$ cat src/rtl/cnn_feed_ctrl_pkg.sv
// Shared CNN types and default sizes for the PE feed sequencer.
// Latency: n/a (types and constants only).
// Backpressure: n/a.
package cnn_feed_ctrl_pkg;

    localparam int CNN_ICP_NUM = 4;   // input-channel lanes
    localparam int CNN_XLEN    = 8;   // activation / weight word width
    localparam int CNN_ADDR_B  = 4;   // weight-buffer address width
    localparam int CNN_POS_B   = 8;   // output-position counter width
    localparam int CNN_POOL_W  = 2;   // output positions per pooling window

    // State broadcast to every PE in PE_IN_PACKET.
    typedef enum logic [1:0] {
        INVALID  = 2'd0,
        CONV     = 2'd1,
        POOL_FIN = 2'd2
    } PE_STATE;

    // Sequencer states. The ST_ prefix keeps these apart from the PE_STATE
    // literals, which share the package namespace.
    typedef enum logic [2:0] {
        ST_IDLE = 3'd0,
        ST_LOAD = 3'd1,
        ST_CONV = 3'd2,
        ST_POOL = 3'd3,
        ST_DONE = 3'd4
    } FEED_FSM;

endpackage

$ cat src/rtl/cnn_feed_cnt.sv
// Lane / tap / position counters shared by weight load and activation stream.
// Latency: counters advance on the clock after a step; flags are combinational on the counts.
// Backpressure: none; steps only when the parent reports an accepted handshake.
//
// Ports:
//   clk, reset          clock, synchronous active-high reset
//   clr_i               zero all counters (held while the parent is idle)
//   load_step_i         advance lane, carry into tap (weight word accepted)
//   conv_step_i         advance tap, carry into pos/window (activation accepted)
//   klen_i, npos_i      last tap index, last position index
//   lane_o, tap_o       current lane and tap (tap doubles as weight address)
//   load_last_o         current weight word is the final one of the layer
//   tap_last_o          tap is at its last value
//   win_last_o          position closes a full pooling window
//   pos_last_o          position is the final one of the layer
module cnn_feed_cnt
    import cnn_feed_ctrl_pkg::*;
#(
    parameter int ICP_NUM = CNN_ICP_NUM,
    parameter int ADDR_B  = CNN_ADDR_B,
    parameter int POS_B   = CNN_POS_B,
    parameter int POOL_W  = CNN_POOL_W,
    parameter int LANE_B  = (ICP_NUM > 1) ? $clog2(ICP_NUM) : 1
) (
    input  logic              clk,
    input  logic              reset,
    input  logic              clr_i,
    input  logic              load_step_i,
    input  logic              conv_step_i,
    input  logic [ADDR_B-1:0] klen_i,
    input  logic [POS_B-1:0]  npos_i,
    output logic [LANE_B-1:0] lane_o,
    output logic [ADDR_B-1:0] tap_o,
    output logic              load_last_o,
    output logic              tap_last_o,
    output logic              win_last_o,
    output logic              pos_last_o
);

    localparam int WIN_B = (POOL_W > 1) ? $clog2(POOL_W) : 1;

    logic [LANE_B-1:0] lane_q, lane_d;
    logic [ADDR_B-1:0] tap_q,  tap_d;
    logic [POS_B-1:0]  pos_q,  pos_d;
    logic [WIN_B-1:0]  win_q,  win_d;   // position within the current pooling window

    logic lane_last;

    assign lane_last   = (lane_q == LANE_B'(ICP_NUM - 1));
    assign tap_last_o  = (tap_q == klen_i);
    assign pos_last_o  = (pos_q == npos_i);
    assign win_last_o  = (win_q == WIN_B'(POOL_W - 1));
    assign load_last_o = lane_last && tap_last_o;
    assign lane_o      = lane_q;
    assign tap_o       = tap_q;

    always_comb begin
        lane_d = lane_q;
        tap_d  = tap_q;
        pos_d  = pos_q;
        win_d  = win_q;
        if (clr_i) begin
            lane_d = '0;
            tap_d  = '0;
            pos_d  = '0;
            win_d  = '0;
        end else if (load_step_i) begin
            // Weight word i goes to lane i mod ICP_NUM, address i div ICP_NUM.
            // The tap wraps to 0 after the last word, which is where CONV starts.
            if (lane_last) begin
                lane_d = '0;
                tap_d  = tap_last_o ? '0 : tap_q + 1'b1;
            end else begin
                lane_d = lane_q + 1'b1;
            end
        end else if (conv_step_i) begin
            if (tap_last_o) begin
                tap_d = '0;
                pos_d = pos_last_o ? '0 : pos_q + 1'b1;
                // The window restarts after a full window or the final partial one.
                win_d = (win_last_o || pos_last_o) ? '0 : win_q + 1'b1;
            end else begin
                tap_d = tap_q + 1'b1;
            end
        end
    end

    always_ff @(posedge clk) begin
        if (reset) begin
            lane_q <= '0;
            tap_q  <= '0;
            pos_q  <= '0;
            win_q  <= '0;
        end else begin
            lane_q <= lane_d;
            tap_q  <= tap_d;
            pos_q  <= pos_d;
            win_q  <= win_d;
        end
    end

endmodule

$ cat src/rtl/cnn_feed_ctrl.sv
// Sequencer feeding PE_IN_PACKET: loads layer weights, then streams activations with POOL_FIN marks.
// Latency: a handshake accepted in cycle t shows on the registered packet outputs in cycle t+1.
// Backpressure: w_ready only in LOAD, a_ready only in CONV; stall cycles emit wrb=0 / pe_state=INVALID.
//
// Ports:
//   clk, reset                 clock, synchronous active-high reset
//   start, cfg_klen, cfg_npos  layer start with taps-1 and positions-1 (sampled in IDLE)
//   w_valid/w_data/w_ready     weight word stream
//   a_valid/a_data/a_ready     activation vector stream, lane j at [j*DATA_WID +: DATA_WID]
//   pe_state, A, wrb_data,     packet fields to the PEs
//   wrb, wrb_addr, rdb_addr
//   busy, done                 layer in progress / one-cycle end-of-layer pulse
module cnn_feed_ctrl
    import cnn_feed_ctrl_pkg::*;
#(
    parameter int ICP_NUM  = CNN_ICP_NUM,
    parameter int DATA_WID = CNN_XLEN,
    parameter int ADDR_B   = CNN_ADDR_B,
    parameter int POS_B    = CNN_POS_B,
    parameter int POOL_W   = CNN_POOL_W
) (
    input  logic                         clk,
    input  logic                         reset,
    input  logic                         start,
    input  logic [ADDR_B-1:0]            cfg_klen,
    input  logic [POS_B-1:0]             cfg_npos,
    input  logic                         w_valid,
    input  logic [DATA_WID-1:0]          w_data,
    output logic                         w_ready,
    input  logic                         a_valid,
    input  logic [ICP_NUM*DATA_WID-1:0]  a_data,
    output logic                         a_ready,
    output PE_STATE                      pe_state,
    output logic [ICP_NUM*DATA_WID-1:0]  A,
    output logic [DATA_WID-1:0]          wrb_data,
    output logic [ICP_NUM-1:0]           wrb,
    output logic [ADDR_B-1:0]            wrb_addr,
    output logic [ADDR_B-1:0]            rdb_addr,
    output logic                         busy,
    output logic                         done
);

    localparam int LANE_B = (ICP_NUM > 1) ? $clog2(ICP_NUM) : 1;

    FEED_FSM st_q, st_d;

    logic [ADDR_B-1:0]           klen_q;
    logic [POS_B-1:0]            npos_q;
    logic                        cfg_ld;
    logic                        last_win_q, last_win_d;  // POOL window being closed is the layer's last

    PE_STATE                     pe_state_q, pe_state_d;
    logic [ICP_NUM*DATA_WID-1:0] a_q,        a_d;
    logic [DATA_WID-1:0]         wrb_data_q, wrb_data_d;
    logic [ICP_NUM-1:0]          wrb_q,      wrb_d;
    logic [ADDR_B-1:0]           wrb_addr_q, wrb_addr_d;
    logic [ADDR_B-1:0]           rdb_addr_q, rdb_addr_d;
    logic                        busy_q,     busy_d;
    logic                        done_q,     done_d;

    logic              w_hs, a_hs;
    logic [LANE_B-1:0] cnt_lane;
    logic [ADDR_B-1:0] cnt_tap;
    logic              cnt_load_last, cnt_tap_last, cnt_win_last, cnt_pos_last;

    assign w_ready = (st_q == ST_LOAD);
    assign a_ready = (st_q == ST_CONV);
    assign w_hs    = w_valid && w_ready;
    assign a_hs    = a_valid && a_ready;

    cnn_feed_cnt #(
        .ICP_NUM (ICP_NUM),
        .ADDR_B  (ADDR_B),
        .POS_B   (POS_B),
        .POOL_W  (POOL_W),
        .LANE_B  (LANE_B)
    ) u_cnt (
        .clk         (clk),
        .reset       (reset),
        .clr_i       (st_q == ST_IDLE),
        .load_step_i (w_hs),
        .conv_step_i (a_hs),
        .klen_i      (klen_q),
        .npos_i      (npos_q),
        .lane_o      (cnt_lane),
        .tap_o       (cnt_tap),
        .load_last_o (cnt_load_last),
        .tap_last_o  (cnt_tap_last),
        .win_last_o  (cnt_win_last),
        .pos_last_o  (cnt_pos_last)
    );

    always_comb begin
        st_d       = st_q;
        cfg_ld     = 1'b0;
        last_win_d = last_win_q;
        pe_state_d = INVALID;
        a_d        = a_q;
        wrb_data_d = wrb_data_q;
        wrb_d      = '0;
        wrb_addr_d = wrb_addr_q;
        rdb_addr_d = rdb_addr_q;
        busy_d     = busy_q;
        done_d     = 1'b0;

        case (st_q)
            ST_IDLE: begin
                if (start) begin
                    cfg_ld = 1'b1;
                    busy_d = 1'b1;
                    st_d   = ST_LOAD;
                end
            end
            ST_LOAD: begin
                if (w_hs) begin
                    wrb_d[cnt_lane] = 1'b1;
                    wrb_addr_d      = cnt_tap;
                    wrb_data_d      = w_data;
                    if (cnt_load_last) begin
                        st_d = ST_CONV;
                    end
                end
            end
            ST_CONV: begin
                if (a_hs) begin
                    pe_state_d = CONV;
                    a_d        = a_data;
                    rdb_addr_d = cnt_tap;
                    if (cnt_tap_last && (cnt_win_last || cnt_pos_last)) begin
                        last_win_d = cnt_pos_last;
                        st_d       = ST_POOL;
                    end
                end
            end
            ST_POOL: begin
                pe_state_d = POOL_FIN;
                st_d       = last_win_q ? ST_DONE : ST_CONV;
            end
            ST_DONE: begin
                done_d = 1'b1;
                busy_d = 1'b0;
                st_d   = ST_IDLE;
            end
            default: begin
                st_d = ST_IDLE;
            end
        endcase
    end

    always_ff @(posedge clk) begin
        if (reset) begin
            st_q       <= ST_IDLE;
            klen_q     <= '0;
            npos_q     <= '0;
            last_win_q <= 1'b0;
            pe_state_q <= INVALID;
            a_q        <= '0;
            wrb_data_q <= '0;
            wrb_q      <= '0;
            wrb_addr_q <= '0;
            rdb_addr_q <= '0;
            busy_q     <= 1'b0;
            done_q     <= 1'b0;
        end else begin
            st_q       <= st_d;
            last_win_q <= last_win_d;
            if (cfg_ld) begin
                klen_q <= cfg_klen;
                npos_q <= cfg_npos;
            end
            pe_state_q <= pe_state_d;
            a_q        <= a_d;
            wrb_data_q <= wrb_data_d;
            wrb_q      <= wrb_d;
            wrb_addr_q <= wrb_addr_d;
            rdb_addr_q <= rdb_addr_d;
            busy_q     <= busy_d;
            done_q     <= done_d;
        end
    end

    assign pe_state = pe_state_q;
    assign A        = a_q;
    assign wrb_data = wrb_data_q;
    assign wrb      = wrb_q;
    assign wrb_addr = wrb_addr_q;
    assign rdb_addr = rdb_addr_q;
    assign busy     = busy_q;
    assign done     = done_q;

endmodule

$ cat config.mk
export PLATFORM = sky130hd
export DESIGN_NAME = cnn_feed_ctrl
export DESIGN_NICKNAME = d
export VERILOG_FILES = /design/src/rtl/cnn_feed_ctrl_pkg.sv /design/src/rtl/cnn_feed_cnt.sv /design/src/rtl/cnn_feed_ctrl.sv
export SDC_FILE = /design/constraint.sdc
export NUM_CORES = 1
export LEC_CHECK = 0
export ABC_AREA = 1
export CAP_MARGIN = 10
export CORE_ASPECT_RATIO = 1.75
export CORE_MARGIN = 2
export CORE_UTILIZATION = 34
export DETAILED_ROUTE_END_ITERATION = 10
export MAX_ROUTING_LAYER = met4
export PLACE_DENSITY = 0.63
export SLEW_MARGIN = 20
export SYNTH_ARGS = -nofsm -noshare
export SYNTH_HDL_FRONTEND = slang
export SYNTH_HIERARCHICAL = 1
export SYNTH_SLANG_ARGS = --single-unit
$ cat constraint.sdc
create_clock -name clk -period 4.15 [get_ports clk]
set_clock_uncertainty 0.1 [all_clocks]
set_input_delay 0.83 -clock clk [delete_from_list [all_inputs] [get_ports clk]]
set_output_delay 0.83 -clock clk [all_outputs]
set_load 0.02 [all_outputs]
Yosys cells after proc, flatten, opt, wreduce, memory -nomap -nowiden. Index checks and enable logic that the tools add are counted.

Register bits: 87. Bits of input ports: 57. Output and inout port bits: 58. Word-level logic and storage cells: 78.

Add/subtract/negate cells: 4. Magnitude comparators: 2. Equal/unequal tests: 13. Multiplexer cells: 23. Bitwise gates (word level): 2. Reductions and logical operators: 18.

Operator list (count): 2-to-1 mux 3 bit (6); 2-to-1 mux 4 bit (4); case mux 3 bit (4 select lines) (1); adder 8 x 1 -> 8 bit, second input constant (1); equality test 8 bit (1); 2-to-1 mux 8 bit (1); inequality test 2 x 1 -> 1 bit, second input constant (4); AND reduction 2 bit (4); 2-to-1 mux 1 bit (7); equality test 3 x 2 -> 1 bit, second input constant (2); AND reduction 3 bit (2); logical AND 1 bit (5); AND reduction 5 bit (1); adder 4 x 1 -> 4 bit, second input constant (1); equality test 4 bit (1); inequality test 2 bit, second input constant (2); case mux 2 bit (2 select lines) (1); nonzero test 2 bit (2); equality test 3 x 1 -> 1 bit, second input constant (1); equality test 3 bit, second input constant (1); logical NOT 3 bit (1); < comparator 2 x 3 -> 1 bit, second input constant (1); OR reduction 3 bit (1); adder 2 x 1 -> 2 bit, second input constant (1); 9 further kinds (10).

Depth between registers and ports, before layout. Gate-level depths: netlist (run 1).

Depth in word-level cells: 6. Depth in mapped cells: 14. Gate-level depth less buffers: 14.

Modules after synthesis. Netlist (run 1), hierarchy kept.

Modules (own cells, without submodules): cnn_feed_ctrl (instances 1, cells each 327, area an instance 2548.7 µm², sequential area each 1441.4 µm²); cnn_feed_cnt (instances 1, cells each 181, area an instance 1082.3 µm², sequential area each 300.3 µm²).

Worst setup path after synthesis (run 1). OpenSTA, ideal clock, no wires.

Kind: input -> register. Start point: input w_valid. End point: register u_cnt.pos_q[0]. Library setup time: 0.120 ns. Arrival time: 1.871 ns. Required time: 3.930 ns. Setup slack: 2.060 ns. Cell stages on the path: 9. Path through: nand2_1 inv_2 buf_2 inv_1 nand2_4 inv_1 nand3_1 o21ai_0 a21oi_1.

Cells in the longest elaborated chain, start to end: 3.

RTL lines: start, declared (line cnn_feed_ctrl.sv:27) `input logic w_valid,`; logical AND 1 bit (line cnn_feed_ctrl.sv:68) `assign w_hs = w_valid && w_ready;`; via w_hs (line cnn_feed_ctrl.sv:61) `logic w_hs, a_hs;`; NOT 1 bit (no source line); AND reduction 3 bit (no source line); end signal, assigned (line cnn_feed_cnt.sv:97) `pos_q <= pos_d;`; end, declared (line cnn_feed_cnt.sv:44) `logic [POS_B-1:0] pos_q, pos_d;`.

The timed path passes the listed nets, and every way through them passes these cells. A chain may end at the register's enable or synchronous reset.

Final worst setup path (run 1).
Start point: register st_q[1]. End point: output a_ready.

Cells in the longest elaborated chain, start to end: 1.

RTL lines: start, declared (line cnn_feed_ctrl.sv:45) `FEED_FSM st_q, st_d;`; start signal, assigned (line cnn_feed_ctrl.sv:165) `st_q <= st_d;`; equality test 3 x 2 -> 1 bit (line cnn_feed_ctrl.sv:67) `assign a_ready = (st_q == ST_CONV);`; end, declared (line cnn_feed_ctrl.sv:32) `output logic a_ready,`.

No other way between the ends.

==> reports/results.env, run 1 <==
WORSTSETUPENDPOINTTYPE='output pin'
FP.DIEAREA_SQ_MM=0.01155
NUM_ANTENNA_CELLS=0
LAYOUT_SETUP_WS_PS=1559
SYN_AREA_PER_CELL_SQ_UM=7.148
SYNTHESIS.YOSYS.WARNINGS=6
SYN-NUM-NETS=568
FINAL-INSTANCE-COUNT-EXCL-FILL=749
STARTPOINT_TYPE='register'
CTS.SINKS=87
MOST_COMMON_LIBRARY_CELL_IN_THE_LAYOUT_IGNORING_FILL_AND_TAPS='sky130_fd_sc_hd__nand2_1'
RSZ0062_AT_GRT='no'
ASYNCSETRESETFLOPFRACSYNTH_PCT=0
TOTAL_POWER_mW=2.701
WORST_HOLD_PATH_TYPE='reg -> reg'
ACHIEVABLE-FREQUENCY_MHz=386.0
DETAIL_ROUTE.WL_PER_CELL_MICRONS=12.70
OUTCOME='complete, no violations'
POSTLAYOUTCOREUTIL_PCT=50.20
ROUTE.DETAILED.VIAS_PER_INST=4.648
TIMING.SLEW.HEADROOM_PCT=39.56
WORST_SETUP_HOLD_PATH_CLK_SLEW_PS=60
FIN_CRIT_SH_PCT=62.43
SYNTH_TOP_CELL_BY_AREA='sky130_fd_sc_hd__dfxtp_1'
SYNTH_FF_TYPE='sky130_fd_sc_hd__dfxtp_1'
GP_CONGESTION=0.8487
STATIC-LEAKAGE-POWER_nW=1.990
CATEGORY_OF_THE_CRITICAL_SETUP_TIMING_PATH='reg -> out'
NNETSFINAL=677
DETAIL_ROUTE.DRC_VIOLATIONS=0
SETUP_TOTAL_NEGATIVE_SLACK_PS=0
FINALHOLDWORSTSLACK_PS=362.1
IOS=115
CTS.PATH.MAX_BUFFERS=2
GRT_PASS1_WL_MM=14.54
AREA_GROWTH_PCT=43.25
POST_SYNTH_INSTANCE_AREA_SQ_MM=0.003631
GRT_START_MAX_NET_PINS=45
INITIAL_CORE_UTIL_PCT=35.04
POWERDENSITY_mW_PER_MM2=519.3
POST-CTS-SETUP-BUFFERS=0
POSTCTSHOLDBUFS=0
WORST-ENDPOINT-REQUIRED_PS=3220
DRV.MAX_CAP_VIOLATION_COUNT=0
POSTSYNTHREGISTERBITS=87
SYNTH_EDF_COUNT=0
1ST_PASS_ROUTER_ITERATIONS=4
FINALINSTANCEAREA_SQ_MM=0.005201
DRT_FIRST_ITER_VIOLATIONS=165
DIE_X_MICRONS=82.12
DP.CELLS=733
ANT_NETS=0
CTS_INSERTED_BUFFERS=9
DPL_WORST_SLACK_PS=1206
SYNTH_CELL_TYPES=28
AREA_OF_THE_CORE_SQ_MM=0.01036
COUNT_OF_VIAS_PLACED_BY_THE_DETAILED_ROUTER=3481
DPL-INSTANCE-AREA_SQ_MM=0.004855
ROOT_BUFFER='sky130_fd_sc_hd__clkbuf_16'
OVERFLOW=0
R2R_SETUP_SLACK_PS=1770
FLOORPLAN.ROWS=49
FINAL-SETUP-VIOL-COUNT=0
TIGHTEST_SLEW_PS=901.7
CLOCK_INSERTION_DELAY_WORST_SKEW_PS=330
SLEW_LIMIT_FAILS=0
WL_MM=9.509
IO_BUFFER_COUNT=114
LAYOUT_MIN_CYCLE_TIME_PS=2591
GRT_USAGE_PCT=16.89
SYNTHCELLS=508
FINAL_CELL_MIX='sky130_fd_sc_hd__nand2_1, sky130_fd_sc_hd__clkdlybuf4s50_1, sky130_fd_sc_hd__dfxtp_1'
FINAL_HOLD_VIOLS=0
CTS_TREE='done'
IR_WORST_VDD_mV=0.2427
YS_SEQ_AREA_SHARE_PCT=47.97
CP_MAX_FO=6
CRITICAL_PATH_ARRIVAL_PS=1660
HTREE_LEVELS=3
FIRST_GLOBAL_VIAS=3206
LAYOUT_CELL_SHARE_WITH_DRIVE_STRENGTH_BEYOND_1_PCT=6.109
SYNTH_TOP_CELLS_BY_AREA='sky130_fd_sc_hd__dfxtp_1, sky130_fd_sc_hd__nand2_1, sky130_fd_sc_hd__a21oi_1, sky130_fd_sc_hd__nor2_1, sky130_fd_sc_hd__inv_1'
SYNTH_TOP_AREA_SHARE_PCT=47.97
DP.FINAL_HPWL_MM=7.004
ANTENNA_VIOLATIONS_BEFORE_REPAIR=0
DIE_HEIGHT_MICRONS=140.7
CTS_REPAIR_RESIZE_COUNT=0
## synthesized netlist by cell type (4+ instances only)
| cell type | instances |
|---|---|
| sky130_fd_sc_hd__buf_2 | 6 |
| sky130_fd_sc_hd__buf_4 | 4 |
| sky130_fd_sc_hd__nand2_1 | 159 |
| sky130_fd_sc_hd__nor2_1 | 52 |
| sky130_fd_sc_hd__nor3_1 | 7 |
| sky130_fd_sc_hd__inv_1 | 49 |
| sky130_fd_sc_hd__xor2_1 | 4 |
| sky130_fd_sc_hd__dfxtp_1 | 87 |
| sky130_fd_sc_hd__nand3_1 | 26 |
| sky130_fd_sc_hd__inv_2 | 5 |
| sky130_fd_sc_hd__o21ai_0 | 17 |
| sky130_fd_sc_hd__nand2_2 | 4 |
| sky130_fd_sc_hd__clkbuf_1 | 8 |
| sky130_fd_sc_hd__a21oi_1 | 59 |
## sequential cells by signal, summed over array words and instances, names as in the netlist
signal and count:
wrb 4, pe_state 2, wrb_addr 4, npos_q 8, last_win_q 1, u_cnt/pos_q 8
st_q 3, u_cnt/tap_o 4, busy 1, u_cnt/lane_o 2, klen_q 4, done 1
u_cnt/win_last_o 1, A 32, rdb_addr 4, wrb_data 8
## routing by layer
metal  GRT usage [%]  wire length [microns]  up-vias
met4           8.333                    233        0
li1                -                      -     1823
met3           3.137                    396       12
met2           30.21                   5050       82
met5               -                      0        -
met1           16.93                   3829     1564
## cells by family (layout without fill, tap and decap cells)
kind of cell | count (synthesis) | after routing | synth area share (%)
AO/OA/AOI/OAI | 80 | 80 | 11.47
XOR/XNOR | 4 | 4 | 0.9648
adder cells (fa/ha/maj) | 3 | 3 | 1.034
buffers and inverters | 74 | 188 | 8.305
flip-flops | 87 | 87 | 47.97
multiplexers | 1 | 1 | 0.2757
AND/OR/NAND/NOR | 259 | 259 | 29.98
## power breakdown
part,internal [mW],switching [mW],total (mW)
Sequential,0.932,0.0646,0.997
Clock,0.602,0.317,0.919
Combinational,0.311,0.474,0.785
Total,1.84,0.856,2.70
## worst max-delay path: stages (launching register included)
cell                              delay, ps
sky130_fd_sc_hd__dfxtp_1                430
sky130_fd_sc_hd__nand2_1                120
sky130_fd_sc_hd__nor2_2                 150
sky130_fd_sc_hd__clkdlybuf4s50_1        630
## layout make-up
type                            instances  area, sq um
Clock inverter                          6        107.6
Multi-Input combinational cell        347         1588
Clock buffer                           10        239.0
Fill cell                            1027         5160
Tap cell                              127        158.9
Timing Repair Buffer                  117         1159
Sequential cell                        87         1742
Inverter                               55        207.7
## path summary, 6_finish.rpt
kind / from / to / depth (start not counted)
setup / recovery: st_q[1] / a_ready / 3
hold reg to reg: rdb_addr[0] / rdb_addr[0] / 2
hold / removal: rdb_addr[0] / rdb_addr[0] / 2
setup reg to reg: st_q[2] / u_cnt/win_last_o / 11
Power figures use the tool's default switching activity.
==> run 2, diff against run 1 <==
==> constraint.sdc (replaced) <==
create_clock -name clk -period 2.6 [get_ports clk]
set_clock_uncertainty 0.1 [all_clocks]
set_input_delay 0.52 -clock clk [delete_from_list [all_inputs] [get_ports clk]]
set_output_delay 0.52 -clock clk [all_outputs]
set_load 0.02 [all_outputs]
==> run 2 against run 1 <==
Net effect:
- sequential power increased by 59%
- first-iteration DRC count decreased by 13%
- final cell count increased by 0.40%
- via count increased by 1.6%
- clock power increased by 47%
- combinational power increased by 62%
- largest cell class unchanged
- non-clock buffer count increased by 4
- wire length about the same
- sequential share of layout area about the same
==> reports/results.env, run 2 (synthesis gave the netlist of run 1 again) <==
SEQ_AREA_SQ_MM=0.001742  # unchanged
SHARE_SEQ_OF_TOTAL_POWER_PCT=37.8  # was 36.9%
DIE_X_MICRONS=82.12  # unchanged
HTREE_LEVELS=3  # unchanged
LAYOUT_CELL_SHARE_WITH_DRIVE_STRENGTH_BEYOND_1_PCT=6.560  # was 6.109%
CATEGORY_OF_THE_CRITICAL_SETUP_TIMING_PATH='reg -> out'  # unchanged
OVERFLOW=0  # unchanged
CTS.SINKS=87  # unchanged
TIMING.SLEW.HEADROOM_PCT=60.43  # was 39.56%
LARGEST_REGISTER_FF_COUNT=32  # unchanged
GRT_USAGE_PCT=17.16  # was 16.89%
1ST_PASS_ROUTER_ITERATIONS=4  # unchanged
IOS=115  # unchanged
WL_MM=9.517  # was 9.509 mm
CTS_TREE='done'  # unchanged
AREA_GROWTH_PCT=43.11  # was 43.25%
ACHIEVABLE-FREQUENCY_MHz=433.4
DP.FINAL_HPWL_MM=7.076  # was 7.004 mm
CP_MAX_FO=7  # was 6
CTS.PATH.MAX_BUFFERS=2  # unchanged
NUM_ANTENNA_CELLS=0  # unchanged
CLOCK_INSERTION_DELAY_WORST_SKEW_PS=340  # was 330 ps
TOPROUTINGLAYERUSED='met4'  # unchanged
CTS_REPAIR_RESIZE_COUNT=0  # unchanged
SETUP_TOTAL_NEGATIVE_SLACK_PS=0  # unchanged
STATIC-LEAKAGE-POWER_nW=1.993  # was 1.990 nW
TOTAL_AREA_OF_MULTI_INPUT_COMBINATIONAL_CELLS_SQ_MM=0.001588  # unchanged
ROUTE.DETAILED.VIAS_PER_INST=4.701  # was 4.648
STARTPOINT_TYPE='register'  # unchanged
AREA_OF_THE_CORE_SQ_MM=0.01036  # unchanged
POWER.SWITCHING_FRACTION_PCT=32.49  # was 31.70%
WORSTSETUPENDPOINTTYPE='output pin'  # unchanged
CLK_NETWORK_PWR_SHARE_PCT=32.0  # was 34.0%
P_SW_mW=1.367  # was 856.1 uW
FINAL-SETUP-VIOL-COUNT=0  # unchanged
ANT_NETS=0  # unchanged
NNETSFINAL=681  # was 677
FILLER_CELLS_INSERTED=1021  # was 1027
INITIAL_CORE_UTIL_PCT=35.04  # unchanged
DETAIL_ROUTE.WL_PER_CELL_MICRONS=12.66  # was 12.70 microns
FIN_CRIT_SH_PCT=88.74
DETAILROUTE.WIRELENGTH.MET2_MM=5.070  # was 5.050 mm
POWER.SHARE.COMBINATIONAL_PCT=30.2  # was 29.1%
CRITICAL_PATH_ARRIVAL_PS=1690  # was 1660 ps
WORST-ENDPOINT-REQUIRED_PS=1980  # was 3220 ps
SLEW_LIMIT_FAILS=0  # unchanged
DETAIL_ROUTE.DRC_VIOLATIONS=0  # unchanged
POSTLAYOUTCOREUTIL_PCT=50.15  # was 50.20%
ROOT_BUFFER='sky130_fd_sc_hd__clkbuf_16'  # unchanged
FP.DIEAREA_SQ_MM=0.01155  # unchanged
GRT_START_MAX_NET_PINS=43  # was 45
IR_WORST_VDD_mV=0.4339  # was 0.2427 mV
OUTCOME='complete, no violations'  # unchanged
POST-CTS-SETUP-BUFFERS=0  # unchanged
CRIT_PATH_MAX_INCR_DELAY_PS=640  # was 630 ps
FINAL_HOLD_VIOLS=0  # unchanged
TIMING.CRITICAL_PATH.CELLS='inv_2 > nand2_1 > nor2_2 > clkdlybuf4s50_1'  # was nand2_1 > nor2_2 > clkdlybuf4s50_1
DIE_HEIGHT_MICRONS=140.7  # unchanged
TOTAL_POWER_mW=4.208  # was 2.701 mW
LAYOUT_MIN_CYCLE_TIME_PS=2307
COUNT_OF_VIAS_PLACED_BY_THE_DETAILED_ROUTER=3535  # was 3481
MOST_COMMON_LIBRARY_CELL_IN_THE_LAYOUT_IGNORING_FILL_AND_TAPS='sky130_fd_sc_hd__nand2_1'  # unchanged
IO_BUFFER_COUNT=114  # unchanged
CRIT_PATH_TOP_DELAY_CELL='sky130_fd_sc_hd__clkdlybuf4s50_1'  # unchanged
ROUTE.LAYER.MET1.WL_MM=3.779  # was 3.829 mm
INTERNAL_POWER_mW=2.841  # was 1.845 mW
FLOORPLAN.ROWS=49  # unchanged
GRT_PASS1_WL_MM=14.92  # was 14.54 mm
TIGHTEST_SLEW_PS=590.3  # was 901.7 ps
FINAL_CELL_MIX='sky130_fd_sc_hd__nand2_1, sky130_fd_sc_hd__clkdlybuf4s50_1, sky130_fd_sc_hd__dfxtp_1'  # unchanged
CTS_INSERTED_BUFFERS=9  # unchanged
ROUTE.MET3.WL_MICRONS=423  # was 396 microns
WORST_SETUP_HOLD_PATH_CLK_SLEW_PS=60  # about the same
RSZ0062_AT_GRT='no'  # unchanged
WORST_HOLD_PATH_TYPE='reg -> reg'  # unchanged
ANTENNA_VIOLATIONS_BEFORE_REPAIR=0  # unchanged
DRV.MAX_CAP_VIOLATION_COUNT=0  # unchanged
FIRST_GLOBAL_VIAS=3220  # was 3206
GP_CONGESTION=0.8477  # was 0.8487
POSTCTSHOLDBUFS=0  # unchanged
POWERDENSITY_mW_PER_MM2=809.8  # was 519.3 mW/mm^2
DRT_FIRST_ITER_VIOLATIONS=143  # was 165
run 2: changes by cell type in the layout (fill, tap and decap cells not counted), sizes merged:
| cell | change |
|---|---|
| buf | +4 |
| clkinv | +1 |
| clkbuf | -1 |
| bufinv | -1 |
run 2: path summary, 6_finish.rpt:
kind                      endpoint  startpoint  cells after the start  slack [ps]
setup / recovery           a_ready     st_q[0]                      4         290
hold / removal                A[7]        A[7]                      2         360
setup reg to reg  u_cnt/win_last_o     st_q[2]                     11         650
hold reg to reg               A[7]        A[7]                      2         360
run 2: through the flow:
step	cell area (sq um)	hold WS, ps	std cells	setup WS, ps
after global routing	5196	381.2	752	191.2
after CTS	5196	363.4	752	273.0
after floorplan	3631	338.5	508	649.0
after global placement	4885	350.7	737	482.7
final	5196	363.0	752	292.8
after detailed placement	4885	354.1	737	456.4
run 2: layout make-up:
class,count,share of cell area (%)
tap,127,3.058
timing repair buffer,121,22.88
clock buffer,9,4.334
sequential,87,33.52
multi-input combinational,347,30.56
inverter,55,3.997
clock inverter,6,1.661
run 2: routing by layer:
layer,up-vias,global-route usage (%)
met3,18,2.689
met1,1599,17.74
li1,1823,-
met5,-,-
met4,0,8.246
met2,95,30.55
run 2: power groups by stage:
stage	Clock, mW	Sequential [mW]	Combinational (mW)
floorplan	0	1.73	0.680
global placement	0	1.61	1.27
detailed placement	0	1.62	1.28
CTS	1.38	1.59	1.29
global route	1.43	1.61	1.41
finish	1.35	1.59	1.27
run 2: worst max-delay path: cells and delay by family (launching register included):
kind	cells	cell delay, ps
buffers and inverters	2	730
flip-flops	1	380
AND/OR/NAND/NOR	2	240
==> run 3, diff against run 2 <==
--- a/config.mk
+++ b/config.mk
@@ -13,6 +13,7 @@
 export DETAILED_ROUTE_END_ITERATION = 10
 export MAX_ROUTING_LAYER = met4
 export PLACE_DENSITY = 0.63
+export SKIP_CTS_REPAIR_TIMING = 1
 export SLEW_MARGIN = 20
 export SYNTH_ARGS = -nofsm -noshare
 export SYNTH_HDL_FRONTEND = slang
==> results of run 3 <==
Same layout as run 2: the final DEF is identical, and so are final timing and power.
